[config.mk]
export PLATFORM = sky130hd
export DESIGN_NAME = flash_cmd_arbiter
export DESIGN_NICKNAME = d
export VERILOG_FILES = /design/src/rtl/flash_cmd_arbiter.sv
export SDC_FILE = /design/constraint.sdc
export NUM_CORES = 1
export LEC_CHECK = 0
export ABC_AREA = 1
export ABC_CLOCK_PERIOD_IN_PS = 1600
export CAP_MARGIN = 40
export CORE_ASPECT_RATIO = 0.7
export CORE_MARGIN = 2
export CORE_UTILIZATION = 43
export DETAILED_ROUTE_END_ITERATION = 10
export PLACE_DENSITY = 0.78
export SLEW_MARGIN = 20
export SYNTH_ARGS = -nofsm -noshare
export SYNTH_HDL_FRONTEND = slang
export SYNTH_SLANG_ARGS = --single-unit
[constraint.sdc]
create_clock -name clk24M -period 1.6 [get_ports clk24M]
set_input_delay 0.48 -clock clk24M [delete_from_list [all_inputs] [get_ports clk24M]]
set_output_delay 0.48 -clock clk24M [all_outputs]
set_load 0.01 [all_outputs]
[src/rtl/flash_cmd_arbiter.sv]
// rtl/flash_cmd_arbiter.sv - two-port arbiter sharing the flash_spi command port
// Grants one op at a time, inserts WREN before erase/program, waits for Done_Sig, then settles.
module flash_cmd_arbiter #(
  parameter logic [3:0]  CT_SIMPLE  = 4'b1001,
  parameter logic [3:0]  CT_PROG    = 4'b1101,
  parameter logic [3:0]  CT_READ    = 4'b1000,
  parameter int unsigned ERASE_WAIT = 100,
  parameter int unsigned PROG_WAIT  = 100,
  parameter int unsigned TIMEOUT    = 65535
) (
  input  logic        clk24M,
  input  logic        rst_n,
  input  logic        a_req,
  input  logic [1:0]  a_op,
  input  logic [23:0] a_addr,
  output logic        a_ack,
  output logic        a_done,
  output logic        a_err,
  output logic [7:0]  a_rdata,
  output logic        a_rvalid,
  input  logic        b_req,
  input  logic [1:0]  b_op,
  input  logic [23:0] b_addr,
  output logic        b_ack,
  output logic        b_done,
  output logic        b_err,
  output logic [7:0]  b_rdata,
  output logic        b_rvalid,
  output logic [3:0]  cmd_type,
  output logic [7:0]  flash_cmd,
  output logic [23:0] flash_addr,
  input  logic        Done_Sig,
  input  logic [7:0]  mydata_o,
  input  logic        myvalid_o,
  output logic        busy
);

  localparam logic [1:0]  OP_READ    = 2'b00;
  localparam logic [1:0]  OP_ERASE   = 2'b01;
  localparam logic [1:0]  OP_PROG    = 2'b10;
  localparam logic [1:0]  OP_RSVD    = 2'b11;
  localparam logic [31:0] ERASE_LAST = 32'(ERASE_WAIT - 1);
  localparam logic [31:0] PROG_LAST  = 32'(PROG_WAIT - 1);
  localparam logic [31:0] TMO_LAST   = 32'(TIMEOUT - 1);

  typedef enum logic [2:0] {
    ST_IDLE,
    ST_WREN,
    ST_GAP,
    ST_CMD,
    ST_WAIT,
    ST_DONE
  } state_t;

  state_t      state, state_nxt;
  logic [1:0]  op_q;
  logic [23:0] addr_q;
  logic        owner_q;       // 0 = port A, 1 = port B
  logic        last_grant_q;
  logic [31:0] cnt_q;
  logic        fin_err_q;

  logic        win_b;
  logic [1:0]  win_op;
  logic [23:0] win_addr;
  logic        grant;
  logic        rsvd;
  logic        tmo;
  logic        cnt_clr;
  logic        wait_last;

  always_ff @(posedge clk24M or negedge rst_n) begin
    if (!rst_n) state <= ST_IDLE;
    else        state <= state_nxt;
  end

  always_comb begin
    state_nxt = state;
    grant     = 1'b0;
    rsvd      = 1'b0;
    tmo       = 1'b0;
    cnt_clr   = 1'b0;
    // On a tie the port that did not win last time goes first.
    win_b     = !(a_req && (!b_req || last_grant_q));
    win_op    = win_b ? b_op : a_op;
    win_addr  = win_b ? b_addr : a_addr;
    wait_last = (op_q == OP_ERASE) ? (cnt_q == ERASE_LAST) : (cnt_q == PROG_LAST);
    case (state)
      ST_IDLE: begin
        // Skip the cycle an ack is visible so a still-high req is not granted twice.
        if ((a_req || b_req) && !a_ack && !b_ack) begin
          grant   = 1'b1;
          cnt_clr = 1'b1;
          case (win_op)
            OP_RSVD: rsvd      = 1'b1;
            OP_READ: state_nxt = ST_CMD;
            default: state_nxt = ST_WREN;
          endcase
        end
      end
      ST_WREN: begin
        if (Done_Sig) begin
          state_nxt = ST_GAP;
        end else if (cnt_q == TMO_LAST) begin
          tmo       = 1'b1;
          state_nxt = ST_IDLE;
        end
      end
      ST_GAP: begin
        cnt_clr   = 1'b1;
        state_nxt = ST_CMD;
      end
      ST_CMD: begin
        if (Done_Sig) begin
          cnt_clr   = 1'b1;
          state_nxt = (op_q == OP_READ) ? ST_DONE : ST_WAIT;
        end else if (cnt_q == TMO_LAST) begin
          tmo       = 1'b1;
          state_nxt = ST_IDLE;
        end
      end
      ST_WAIT: begin
        if (wait_last) state_nxt = ST_DONE;
      end
      ST_DONE: state_nxt = ST_IDLE;
      default: state_nxt = ST_IDLE;
    endcase
  end

  always_ff @(posedge clk24M or negedge rst_n) begin
    if (!rst_n) begin
      op_q         <= OP_READ;
      addr_q       <= 24'h0;
      owner_q      <= 1'b0;
      last_grant_q <= 1'b1;
      cnt_q        <= 32'h0;
      a_ack        <= 1'b0;
      b_ack        <= 1'b0;
      fin_err_q    <= 1'b0;
    end else begin
      a_ack     <= grant && !win_b;
      b_ack     <= grant && win_b;
      fin_err_q <= rsvd || tmo;
      cnt_q     <= cnt_clr ? 32'h0 : cnt_q + 32'h1;
      if (grant) begin
        op_q         <= win_op;
        addr_q       <= win_addr;
        owner_q      <= win_b;
        last_grant_q <= win_b;
      end
    end
  end

  always_comb begin
    cmd_type   = 4'h0;
    flash_cmd  = 8'h00;
    flash_addr = 24'h0;
    case (state)
      ST_WREN: begin
        cmd_type  = CT_SIMPLE;
        flash_cmd = 8'h06;
      end
      ST_CMD: begin
        case (op_q)
          OP_ERASE: begin
            cmd_type   = CT_SIMPLE;
            flash_cmd  = 8'h20;
            flash_addr = addr_q & 24'hFFF000;
          end
          OP_PROG: begin
            cmd_type   = CT_PROG;
            flash_cmd  = 8'h02;
            flash_addr = addr_q & 24'hFFFF00;
          end
          default: begin
            cmd_type   = CT_READ;
            flash_cmd  = 8'h03;
            flash_addr = addr_q;
          end
        endcase
      end
      default: ;
    endcase
  end

  assign busy     = (state != ST_IDLE);
  assign a_done   = !owner_q && (fin_err_q || state == ST_DONE);
  assign b_done   = owner_q && (fin_err_q || state == ST_DONE);
  assign a_err    = !owner_q && fin_err_q;
  assign b_err    = owner_q && fin_err_q;
  assign a_rvalid = (state == ST_CMD) && !owner_q && myvalid_o;
  assign b_rvalid = (state == ST_CMD) && owner_q && myvalid_o;
  assign a_rdata  = ((state == ST_CMD) && !owner_q) ? mydata_o : 8'h00;
  assign b_rdata  = ((state == ST_CMD) && owner_q) ? mydata_o : 8'h00;

endmodule
==> flow_summary.yaml <==
power_and_ir_drop:
  p_sw_mw: 0.893
  clockPowerShare: 0.560
  p_per_area_nw_per_um2: 635
  irDropWorstVdd_uv: 570
  switching_share: 0.203
  seq_power_share: 0.379
  intPower_mw: 3.51
  power.leakage_nw: 3.29
  p_comb_frac: 0.061
cts:
  cts_root_buf: "clkbuf_16"
  clock_latency_ns: 0.34
  cts_buffer_depth: 2
  postCtsHoldBufs: 0
  cts.sinks: 66
  cts-htree-levels: 3
  cts_made_buffers: 9
  cts_tree: "yes"
  clk_pin_slew_ns: 0.06
flow_run:
  drv_cap: 0
synthesis:
  synth_cells: 559
  synthSimpleGateAreaFrac: 0.366
  synth_top_family_by_area: "simple AND/OR/NAND/NOR gates"
  synth.yosys.seq_area_share: 0.409
  synth_seq_cells: 66
  synth_warnings: 0
  synth-adder-area-share: 0.0186
  synth_area_leaders: "dfrtp_1, nand2_1, nor2_1"
  syn_avg_cell_area_um2: 7.24
  synth_compound_area_frac: 0.0749
  yosys.area.top_type_share: 0.402
  muxShareOfSynthArea: 0
  netlist_area_um2: 4050
  yosys.cell_types.count: 38
  synth_xor_area_frac: 0.0260
  yosysTopAreaCell: "dfrtp_1"
sta:
  finalCritPeriodShare: 1.33
  tns_ns: -40.85
  finalHoldViolCount: 0
  clock.fmax_mhz: 469
  fin_crit_ns: 2.13
  fin_ws_ns: -0.532
  rsz0062_at_grt: "yes"
  finalSetupViolCount: 117
  slew_violations: 0
  fin_skew_ns: 0.00445
critical_path:
  r2r-end: "addr_q[0]$_DFFE_PN0P_"
  critical_path_required_ns: 1.12
  cp-end-kind: "output pin"
  crit_chain: "inv_2 > nand2_4 > nor2_4 > buf_6 > inv_12 > buf_16 > nor2_4 > buf_6"
  cp.arrival_ns: 1.65
  slowest_stage: "dfrtp_1"
  start_kind: "flip-flop"
  rrSetupSlack_ns: -0.41
  path_max_fanout: 8
  r2r-start: "state[1]$_DFFE_PN0P_"
  worstSetupPathType: "flip-flop to output pin"
  reg2reg_depth: 14
  critical-path-max-stage-delay_ns: 0.41
routing:
  ant_nets: 0
  detail_route.iter0.violations: 426
  route.vias.total: 4778
  route.detailed.drc: 0
  wire_per_inst_um: 18.1
  wirelength_um: 16200
  avgViaCountPerCell: 5.34
  dr.pass1.iters: 5
die:
  dieWidth_um: 120
  rows: 29
  die_height_um: 85.2
  die_area_um2: 10200
  fp.coreArea_um2: 9110
  io_pins: 127
  initial_core_util: 0.444
run_status:
  violations: "setup timing"
  outcome: "finished, violations left"
place:
  finalWeightedCongestion: 0.925
  dp_slack_ns: -0.562
  dpl.hpwl_um: 9370
  port_buffers: 121
final_layout:
  antenna_cells: 0
  drive_gt1_frac: 0.370
  areaGrowthSynthToFinish_pct: 71.3
  num-nets-final: 837
global_routing:
  gr-total-overflow: 0
  grt_pass1_vias: 4730
  antenna_found_initial: 0
  grt_first_pass_wirelength_um: 23300
  grt_use_total: 0.294
  grt_max_degree: 29
min_path:
  min_path_type: "primary input to async pin"
[final cells by class]
class | count | area (um2)
clock buffer | 9 | 225
sequential | 66 | 1650
clock inverter | 7 | 141
multi-input combinational | 406 | 2390
timing repair inverter | 3 | 48.8
timing repair buffer | 202 | 1970
inverter | 77 | 348
tap | 124 | 155
fill | 565 | 2180
[stage by stage]
stage | utilization | area [um2] | std cells | power (mW) | hold slack, ns
floorplan | - | 4140 | 563 | 1.74 | 0.184
global placement | 0.639 | 5820 | 845 | 1.94 | 0.429
detailed placement | 0.639 | 5820 | 845 | 1.95 | 0.434
CTS | 0.724 | 6590 | 884 | 4.37 | 0.0837
global route | 0.761 | 6930 | 894 | 4.50 | 0.0861
finish | 0.761 | 6930 | 894 | 4.40 | 0.0731
[what timing repair did]
action                                  4_1_cts  5_1_grt
endpoints found under the hold margin         0        0
endpoints found under the setup margin      109      117
gates resized for setup                     304       71
setup buffers                                17        9
pin swaps                                    11       16
cloned                                        9        2
[metal layers]
layer	share of wire	track usage	vias to the layer above
li1	-	-	2145
met1	0.37	0.357	2286
met2	0.50	0.498	283
met3	0.096	0.0786	64
met4	0.035	0.120	0
met5	0	0	-
[cell families after synthesis]
group,Yosys count
compound gates,45
xor+xnor,12
fa+ha+maj,6
buf+inv,93
flops,66
other cells,1
simple gates,336
[power by group through the flow]
stage / combinational, mW / sequential (mW) / clock, mW
2_1_floorplan: 0.0360 / 1.70 / 0
3_3_place_gp: 0.244 / 1.70 / 0
3_5_place_dp: 0.248 / 1.70 / 0
4_1_cts: 0.253 / 1.67 / 2.45
5_1_grt: 0.287 / 1.67 / 2.55
6_report: 0.269 / 1.67 / 2.46
[worst max-delay path by stage]
| stage | startpoint | to |
|---|---|---|
| 6_report | state[2]$_DFFE_PN0P_ | flash_addr[15] |
| 5_1_grt | state[2]$_DFFE_PN0P_ | flash_addr[15] |
| 4_1_cts | state[2]$_DFFE_PN0P_ | flash_addr[20] |
| 3_5_place_dp | mydata_o[3] | b_rdata[3] |
| 3_3_place_gp | mydata_o[3] | b_rdata[3] |
| 2_1_floorplan | state[2]$_DFFE_PN0P_ | flash_addr[15] |
[worst max-delay path, delay by kind of cell, from the launching register on]
family        cells  cell delay (ns)
buf+inv           5             0.57
flops             1             0.41
simple gates      3             0.33
[flip-flops by register name (all words and copies together), names as in the netlist]
name / cells
a_ack: 1
addr_q: 24
b_ack: 1
cnt_q: 32
fin_err_q: 1
last_grant_q: 1
op_q: 2
owner_q: 1
state: 3
[Yosys cell counts]
cell type	number
clkbuf_1	1
a21oi_2	6
inv_2	6
o21ai_0	10
xor2_1	11
nor3b_2	1
nor2_8	2
clkinv_1	1
a22oi_1	1
dfstp_2	1
nor3_2	1
a31oi_1	1
clkinv_2	2
nor2_2	12
xnor2_1	1
dfrtp_1	65
nor3_1	8
nand2_4	2
o21a_1	1
nand3_1	23
nand4_1	8
nand3b_1	1
inv_4	1
nand2_2	6
nor2_1	113
nand2_1	152
inv_1	67
o211ai_1	12
o21ai_1	2
buf_2	2
a21oi_1	7
o21ai_2	5
buf_4	8
nor2_4	5
buf_6	5
conb_1	1
nand3_2	2
ha_1	6
[cells in the final DEF, fill, tap and decap left out, types with 2 or more instances in the layout]
cell | Yosys | final
a21oi_1 | 7 | 5
a21oi_2 | 6 | 8
buf_12 | 0 | 7
buf_16 | 0 | 4
buf_2 | 2 | 33
buf_4 | 8 | 50
buf_6 | 5 | 39
bufbuf_16 | 0 | 2
bufinv_16 | 0 | 4
clkbuf_16 | 0 | 9
clkdlybuf4s50_1 | 0 | 63
clkinv_4 | 0 | 2
clkinv_8 | 0 | 5
clkinvlp_4 | 0 | 2
conb_1 | 1 | 5
dfrtp_1 | 65 | 65
dlygate4sd2_1 | 0 | 2
ha_1 | 6 | 3
ha_4 | 0 | 2
inv_1 | 67 | 59
inv_2 | 6 | 10
inv_6 | 0 | 2
nand2_1 | 152 | 136
nand2_2 | 6 | 15
nand2_4 | 2 | 8
nand2_8 | 0 | 3
nand3_1 | 23 | 21
nand3_2 | 2 | 4
nand4_1 | 8 | 8
nor2_1 | 113 | 73
nor2_2 | 12 | 28
nor2_4 | 5 | 29
nor2_8 | 2 | 2
nor3_1 | 8 | 7
nor3_2 | 1 | 2
o211ai_1 | 12 | 12
o21ai_0 | 10 | 3
o21ai_1 | 2 | 6
o21ai_2 | 5 | 8
xor2_1 | 11 | 11
(Power assumes the default switching activity.)
